**config.mk**
```make
export PLATFORM = sky130hd
export DESIGN_NAME = adj_key_conditioner
export DESIGN_NICKNAME = d
export VERILOG_FILES = /design/src/rtl/adj_key_conditioner.sv
export SDC_FILE = /design/constraint.sdc
export NUM_CORES = 1
export LEC_CHECK = 0
export CORE_MARGIN = 2
export CORE_UTILIZATION = 40
export DETAILED_ROUTE_END_ITERATION = 8
export PLACE_DENSITY = 0.65
export SLEW_MARGIN = 5
export SYNTH_ARGS = -nofsm -noshare
export SYNTH_HDL_FRONTEND = slang
export SYNTH_SLANG_ARGS = --single-unit
```
**constraint.sdc**
```tcl
create_clock -name CP50 -period 3.6 [get_ports CP50]
set_clock_uncertainty 0.1 [all_clocks]
set_input_delay 0.36 -clock CP50 [delete_from_list [all_inputs] [get_ports CP50]]
set_output_delay 0.36 -clock CP50 [all_outputs]
set_load 0.1 [all_outputs]
```
**src/rtl/adj_key_conditioner.sv**
```systemverilog
// rtl/adj_key_conditioner.sv - hour/minute adjust key synchroniser, 1 ms-tick debouncer and pulse generator
// Auto-repeat while a key is held is built only when ADJ_AUTOREPEAT_EN is defined.
module adj_key_conditioner #(
  parameter int TICK_DIV        = 50000,
  parameter int DEBOUNCE_MS     = 20,
  parameter int REPEAT_DELAY_MS = 500,
  parameter int REPEAT_RATE_MS  = 100
) (
  input  logic CP50,
  input  logic nCR,
  input  logic AdjH,
  input  logic AdjM,
  output logic AdjHLevel,
  output logic AdjMLevel,
  output logic AdjHPulse,
  output logic AdjMPulse
);
  localparam int            PW         = $clog2(TICK_DIV);
  localparam logic [PW-1:0] PRESC_LAST = PW'(TICK_DIV - 1);
  localparam logic [9:0]    DEB_N      = 10'(DEBOUNCE_MS);
`ifdef ADJ_AUTOREPEAT_EN
  localparam logic [9:0]    DELAY_N    = 10'(REPEAT_DELAY_MS);
  localparam logic [9:0]    RATE_N     = 10'(REPEAT_RATE_MS);
`endif

  if (TICK_DIV < 2 || DEBOUNCE_MS < 1 || DEBOUNCE_MS > 1023 ||
      REPEAT_DELAY_MS < 1 || REPEAT_DELAY_MS > 1023 ||
      REPEAT_RATE_MS < 1 || REPEAT_RATE_MS > 1023) begin : g_bad_params
    $error("adj_key_conditioner: parameter out of range");
  end

  typedef enum logic [2:0] {
    ST_IDLE,
    ST_DEB_PRESS,
    ST_HELD_DELAY,
    ST_HELD_REPEAT,
    ST_DEB_RELEASE
  } state_t;

  logic [PW-1:0] r_presc;
  logic [1:0]    r_sync1;
  logic [1:0]    r_sync2;
  logic          w_tick;
  logic [1:0]    w_level;
  logic [1:0]    w_pulse;

  assign w_tick = (r_presc == PRESC_LAST);

  always_ff @(posedge CP50 or negedge nCR) begin
    if (!nCR) begin
      r_presc <= '0;
      r_sync1 <= '0;
      r_sync2 <= '0;
    end else begin
      r_presc <= w_tick ? '0 : r_presc + PW'(1);
      r_sync1 <= {AdjM, AdjH};
      r_sync2 <= r_sync1;
    end
  end

  // Channel 0 is the hour key, channel 1 the minute key; s is checked before tick everywhere.
  for (genvar g = 0; g < 2; g++) begin : g_chan
    state_t     r_state;
    logic [9:0] r_cnt;
    logic       r_level;
    logic       r_pulse;
    logic       w_s;
    logic [9:0] w_cnt_nxt;

    assign w_s       = r_sync2[g];
    assign w_cnt_nxt = r_cnt + 10'd1;
    assign w_level[g] = r_level;
    assign w_pulse[g] = r_pulse;

    always_ff @(posedge CP50 or negedge nCR) begin
      if (!nCR) begin
        r_state <= ST_IDLE;
        r_cnt   <= '0;
        r_level <= 1'b0;
        r_pulse <= 1'b0;
      end else begin
        r_pulse <= 1'b0;
        case (r_state)
          ST_IDLE: begin
            if (w_s) begin
              r_state <= ST_DEB_PRESS;
              r_cnt   <= '0;
            end
          end
          ST_DEB_PRESS: begin
            if (!w_s) begin
              r_state <= ST_IDLE;
              r_cnt   <= '0;
            end else if (w_tick) begin
              if (w_cnt_nxt == DEB_N) begin
                r_state <= ST_HELD_DELAY;
                r_cnt   <= '0;
                r_level <= 1'b1;
                r_pulse <= 1'b1;
              end else begin
                r_cnt <= w_cnt_nxt;
              end
            end
          end
          ST_HELD_DELAY: begin
            if (!w_s) begin
              r_state <= ST_DEB_RELEASE;
              r_cnt   <= '0;
            end
`ifdef ADJ_AUTOREPEAT_EN
            else if (w_tick) begin
              if (w_cnt_nxt == DELAY_N) begin
                r_state <= ST_HELD_REPEAT;
                r_cnt   <= '0;
                r_pulse <= 1'b1;
              end else begin
                r_cnt <= w_cnt_nxt;
              end
            end
`endif
          end
`ifdef ADJ_AUTOREPEAT_EN
          ST_HELD_REPEAT: begin
            if (!w_s) begin
              r_state <= ST_DEB_RELEASE;
              r_cnt   <= '0;
            end else if (w_tick) begin
              if (w_cnt_nxt == RATE_N) begin
                r_cnt   <= '0;
                r_pulse <= 1'b1;
              end else begin
                r_cnt <= w_cnt_nxt;
              end
            end
          end
`endif
          ST_DEB_RELEASE: begin
            if (w_s) begin
              r_state <= ST_HELD_DELAY;
              r_cnt   <= '0;
            end else if (w_tick) begin
              if (w_cnt_nxt == DEB_N) begin
                r_state <= ST_IDLE;
                r_cnt   <= '0;
                r_level <= 1'b0;
              end else begin
                r_cnt <= w_cnt_nxt;
              end
            end
          end
          default: begin
            r_state <= ST_IDLE;
            r_cnt   <= '0;
            r_level <= 1'b0;
          end
        endcase
      end
    end
  end

  assign AdjHLevel = w_level[0];
  assign AdjMLevel = w_level[1];
  assign AdjHPulse = w_pulse[0];
  assign AdjMPulse = w_pulse[1];

endmodule

```
==> results of run 1 <==
## worst max-delay path by stage
stage	slack (ns)	cells after the start	from	endpoint
6_report	0.95	7	g_chan[1].r_cnt[0]	AdjMLevel
3_5_place_dp	0.93	7	r_presc[0]	AdjHLevel
5_1_grt	0.73	7	r_presc[0]	AdjHLevel
4_1_cts	0.93	7	r_presc[0]	AdjHLevel
3_3_place_gp	1.01	7	r_presc[0]	AdjHLevel
2_1_floorplan	1.22	7	g_chan[1].r_cnt[0]	AdjMLevel
## per-layer routing
layer	up-vias	track usage	part of all wire
li1	1028	-	-
met1	1005	0.2252	0.50
met2	24	0.2479	0.46
met3	7	0.02626	0.026
met4	0	0.05916	0.016
met5	-	0	0
## flip-flops by register name, summed over array words and instances (netlist names)
register and flops:
r_sync1 2, AdjMPulse 1, AdjMLevel 1, AdjHLevel 1, AdjHPulse 1, g_chan.r_state 6, r_sync2 2, g_chan.r_cnt 20
r_presc 16
## through the flow
stage,setup slack [ns],hold slack (ns),std cells,power [mW],utilization
2_1_floorplan,1.221,-0.03559,275,0.5963,-
5_1_grt,0.7295,0.1238,359,1.042,0.4530
3_3_place_gp,1.007,0.2333,351,0.6161,0.4359
3_5_place_dp,0.9289,0.2397,351,0.6163,0.4359
6_report,0.9456,0.06059,359,0.9963,0.4530
4_1_cts,0.9310,0.09601,359,1.013,0.4530
## cells in the final DEF (no fill, tap or decap), drive strengths merged, types with 4 or more instances in the layout
cell,instances
a21oi,12
and2,7
and3,4
and4,4
clkbuf,5
clkdlybuf4s50,6
dfrtp,50
inv,7
nand2,30
nand3,17
nand4,11
nor2,23
nor4,5
o21a,4
o21ai,22
o31ai,4
o41ai,4
or4,4
xnor2,5
xor2,9
## cell families (layout without fill, tap and decap cells)
kind of cell    Yosys count  after routing  synth area share
buf+inv                  17             24           0.02735
flops                    50             50            0.4715
fa+ha+maj                 3              3           0.01415
simple gates            125            125            0.2692
mux                       1              1          0.003772
compound gates           65             65            0.1678
xor+xnor                 14             14           0.04621
## power by group through the flow
stage | Sequential (mW) | Combinational (mW) | Clock, mW
4_1_cts | 0.569 | 0.0365 | 0.407
3_5_place_dp | 0.580 | 0.0363 | 0
6_report | 0.569 | 0.0351 | 0.392
2_1_floorplan | 0.577 | 0.0188 | 0
5_1_grt | 0.570 | 0.0408 | 0.432
3_3_place_gp | 0.580 | 0.0361 | 0
## cell usage after synthesis, drive strengths merged, types with 3 or more instances
library cell and number:
a21oi 12, a31oi 3, and2 7, and3 4, and4 4, buf 3, clkbuf 7, dfrtp 50
ha 3, inv 7, nand2 30, nand2b 3, nand3 17, nand4 11, nor2 23, nor4 5
o21a 4, o21ai 22, o31ai 4, o41ai 4, or3 3, or4 4, xnor2 5, xor2 9
## cell type report
class	count	area [µm²]
well taps	77	96.34
multi-input cells	208	1330
clock buffers	5	68.82
flip-flops and latches	50	1251
clock inverters	3	40.04
fillers	613	3493
inverters	7	26.28
repair buffers	9	80.08
## worst max-delay path, delay by kind of cell (launching register included)
family | cells | cell delay, ns
fa+ha+maj | 1 | 0.30
simple gates | 3 | 1.05
compound gates | 3 | 0.65
flops | 1 | 0.48
==> results_dict.tcl, run 1 <==
set metrics [dict create \
    clock-root-buffer "clkbuf_8" \
    fmax_mhz 376.7 \
    synth_edf_count 0 \
    intPower_mw 0.7787 \
    cts_tree "built" \
    ys_ff_latch 50 \
    start_util 0.4156 \
    finalCritPeriodShare 0.7373 \
    clockBufferDepth 2 \
    holdCritPathClass "in -> async" \
    clock_latency_ns 0.31 \
    wl_per_cell_um 14.64 \
    ff2ff_setup_slack_ns 0.95 \
    drv_slew 0 \
    crit_required_ns 3.74 \
    grt_pass1_vias 2027 \
    grt_pass1_wl_mm 9.494 \
    cts_setup_buffers 0 \
    layout-drive-gt1-share 0.08511 \
    clock_power_share 0.394 \
    synth_fp_nets 282 \
    peakVddDrop_v 0.0001474 \
    post_cts_resized 0 \
    holdBufCountCts 0 \
    via_per_inst 5.749 \
    synth.distinct_cells 57 \
    finalInstanceArea_um2 2893 \
    r2r_cells 7 \
    p_leak_nw 1.178 \
    max_cap_viol_count 0 \
    finalHoldViolations 0 \
    place_hpwl_mm 3.651 \
    setup_tns_ns 0 \
    htree_num_levels 2 \
    cts_made_buffers 5 \
    drtIter0Drc 115 \
    power.density_nw_per_um2 344.4 \
    area_growth_pct 9.005 \
    arrival_ns 2.79 \
    grt-ovfl-total 0 \
    power_frac_comb 0.035 \
    die_area_um2 7302 \
    nets 288 \
    p_switching_mw 0.2177 \
    slew_headroom 0.3451 \
    end_kind "flop" \
    ys.flop_type "dfrtp_1" \
    seqPwrFrac 0.571 \
    rr_endpoint "AdjMLevel" \
    vias 2064 \
    setup_violations 0 \
    antenna_found_initial 0 \
    synthTopCellsByArea "dfrtp_1 47%, nand2_1 4.2%, o21ai_0 4.0%" \
    postSynthCellCount 275 \
    syn_area_um2 2654 \
    worst_pin_slew_ns 0.9793 \
    row_count 29 \
    async_reset_ff_frac 1.000 \
    syn_avg_cell_area_um2 9.650 \
    status "completed" \
    start_kind "flop" \
    crit_type "reg -> reg" \
    swShare 0.2185 \
    slowest_stage "or4b_4" \
    io_pins 8 \
    reg2reg_from "g_chan[1].r_cnt[0]" \
    synth.largest_area_cell "dfrtp_1" \
    die_y_um 85.45 \
    synth_warnings 0 \
    synth-seq-area-share 0.4715 \
    rsz0062_at_grt "false" \
    routabilityCongestion 0.9032 \
    die_w_um 85.45 \
    drcViolationCount 0 \
    synth_top_area_share 0.4715 \
    totalWireLength_mm 5.254 \
    clk_pin_slew_ns 0.09 \
    core_area_um2 6386 \
    crit_fanout 8 \
    placed_area_um2 2784 \
    drtPass1Iterations 4 \
    cpPeakStageDelay_ns 0.58 \
    ant_nets 0 \
    n_antenna_cell 0 \
    grt_max_degree 39 \
    finalCriticalPeriod_ns 2.654 \
    grt_usage 0.1597 \
    io_buffers 7 \
    crit_path_cell_trace "ha_1, nand4_1, a2111oi_4, o2111ai_2, or4b_4, nor4b_2, a311o_1" \
    cts.sinks 50 \
]
(Power assumes the default switching activity.)
==> run 2: changes to the inputs <==
Settings changed: PLACE_DENSITY 0.65 to 0.67.
Clock period 3.6 ns to 2.1 ns, I/O delays scaled along.
==> run 2 against run 1 <==
Compared with the run above: first-iteration DRC count is 10% lower; cell count is 19% higher; highest routed layer unchanged; non-clock buffer count is 69 higher; the run now ends with negative setup slack left; combinational power is 130% higher; count of clock-buffer cells in the layout is 2 higher.
==> results_dict.tcl, run 2 (synthesis gave the netlist of run 1 again) <==
set metrics [dict create \
    r2r_cells 7 \
    grt-ovfl-total 0 \
    violations "negative setup slack" \
    layout-drive-gt1-share 0.3390 \
    crit_path_cell_trace "ha_2, nand4_1, a2111oi_4, o2111ai_4, or4b_4, nor4b_2, a311o_1" \
    setup_tns_ns -2.958 \
    final_cell_mix "72 x buf_4, 50 x dfrtp_1, 26 x nand2_1" \
    fin_util 0.5568 \
    start_util 0.4156 \
    fin_hold_ws_ns 0.2489 \
    wl_per_cell_um 14.67 \
    clk_pin_slew_ns 0.09 \
    end_kind "flop" \
    seqCellArea_um2 1251 \
    finalHoldViolations 0 \
    cts_made_buffers 5 \
    via_per_inst 5.446 \
    holdCritPathClass "in -> reg" \
    maxUsedRoutingLayer "met4" \
    setup_ws_ns -0.2590 \
    wl_met2_mm 3.139 \
    start_kind "flop" \
    place_ws_ns -0.2251 \
    drt-met1-wl_mm 2.863 \
    met3_length_um 218 \
    grt_pass1_wl_mm 10.61 \
    fillCellCount 555 \
    peakVddDrop_v 0.0003476 \
    fmax_mhz 423.9 \
    placed_area_um2 3181 \
    drtIter0Drc 103 \
    place_hpwl_mm 4.299 \
    power.density_nw_per_um2 485.3 \
    finalInstanceArea_um2 3556 \
    p_leak_nw 1.561 \
    finalCriticalPeriod_ns 2.359 \
    antenna_found_initial 0 \
    drtPass1Iterations 4 \
    area_growth_pct 33.99 \
    cts.sinks 50 \
    vias 2331 \
    die_y_um 85.45 \
    finalPower_mw 1.726 \
    largest_register_ffs 20 \
    htree_num_levels 2 \
    slew_headroom 0.6082 \
    ant_nets 0 \
    rsz0062_at_grt "true" \
    clock-root-buffer "clkbuf_8" \
    cts_tree "built" \
    arrival_ns 2.50 \
    die_area_um2 7302 \
    max_cap_viol_count 0 \
    grt_max_degree 25 \
    place_inst 403 \
    whs_path_depth 1 \
    cpPeakStageDelay_ns 0.56 \
    stdcell_count 428 \
    drcViolationCount 0 \
    worst_pin_slew_ns 0.5865 \
    io_buffers 7 \
    setup_violations 19 \
    finalCritPeriodShare 1.123 \
    row_count 29 \
    crit_required_ns 2.24 \
    top_register "g_chan.r_cnt" \
    die_w_um 85.45 \
    grt_pass1_vias 2274 \
    clock_latency_ns 0.30 \
    n_antenna_cell 0 \
    status "complete, but fails checks" \
    crit_type "reg -> reg" \
    drv_slew 0 \
    core_area_um2 6386 \
    grt_usage 0.1792 \
    nets 357 \
    reg_top3 "g_chan.r_cnt x20, r_presc x16, g_chan.r_state x6" \
    multi_input_area_um2 1478 \
    final_common_cell "buf_4" \
    slowest_stage "or4b_4" \
    io_pins 8 \
    clockBufferDepth 2 \
    crit_fanout 5 \
    totalWireLength_mm 6.277 \
    routabilityCongestion 0.9057 \
]
-- run 2: cell types whose count changed in the layout (fill, tap and decap cells not counted), moves of 3 or more --
| cell | before | now |
|---|---|---|
| buf_4 | 2 | 72 |
| nor2_2 | 0 | 3 |
| nand2_2 | 0 | 3 |
| nor2_1 | 23 | 20 |
| clkdlybuf4s50_1 | 6 | 2 |
| nand2_1 | 30 | 26 |
| o21ai_0 | 21 | 18 |
-- run 2: area by class of cell --
type	count	area share
inverters	7	0.007389
clock inverters	1	0.008445
clock buffers	7	0.02146
flip-flops and latches	50	0.3519
multi-input cells	208	0.4156
repair buffers	78	0.1682
well taps	77	0.02709
-- run 2: worst max-delay path: cells and delay by family, from the launching register on --
| kind | cells | cell delay [ns] |
|---|---|---|
| AND/OR/NAND/NOR | 3 | 0.96 |
| AO/OA/AOI/OAI | 3 | 0.59 |
| adder cells (fa/ha/maj) | 1 | 0.21 |
| flip-flops | 1 | 0.43 |
-- run 2: worst paths after layout --
check / startpoint / end / slack (ns)
worst max-delay path: g_chan[1].r_cnt[0] / AdjMLevel / -0.26
worst min-delay path: AdjM / r_sync1[1] / 0.25
worst max register to register: g_chan[1].r_cnt[0] / AdjMLevel / -0.26
worst min register to register: r_sync1[1] / r_sync2[1] / 0.26
max in group asynchronous: nCR / g_chan[0].r_cnt[6] / 0.96
min in group asynchronous: nCR / r_presc[11] / 0.32
-- run 2: routing by layer --
metal | global-route usage | up-vias
li1 | - | 1168
met1 | 0.2408 | 1116
met2 | 0.2926 | 41
met3 | 0.03696 | 6
met4 | 0.05339 | 0
met5 | 0 | -
-- run 2: report_power, final --
group | internal [mW] | switching [mW] | leakage (nW)
Clock | 0.357 | 0.317 | 0.0524
Combinational | 0.0266 | 0.0535 | 0.838
Sequential | 0.968 | 0.00429 | 0.670
-- run 2: timing repair --
action | 4_1_cts | 5_1_grt
buffers inserted | 8 | 8
pin swaps | 15 | 10
gates cloned | 0 | 0
hold buffers | 1 | 0
endpoints found under the setup margin | 21 | 27
endpoints found under the hold margin | 22 | 0
gates resized for setup | 18 | 14
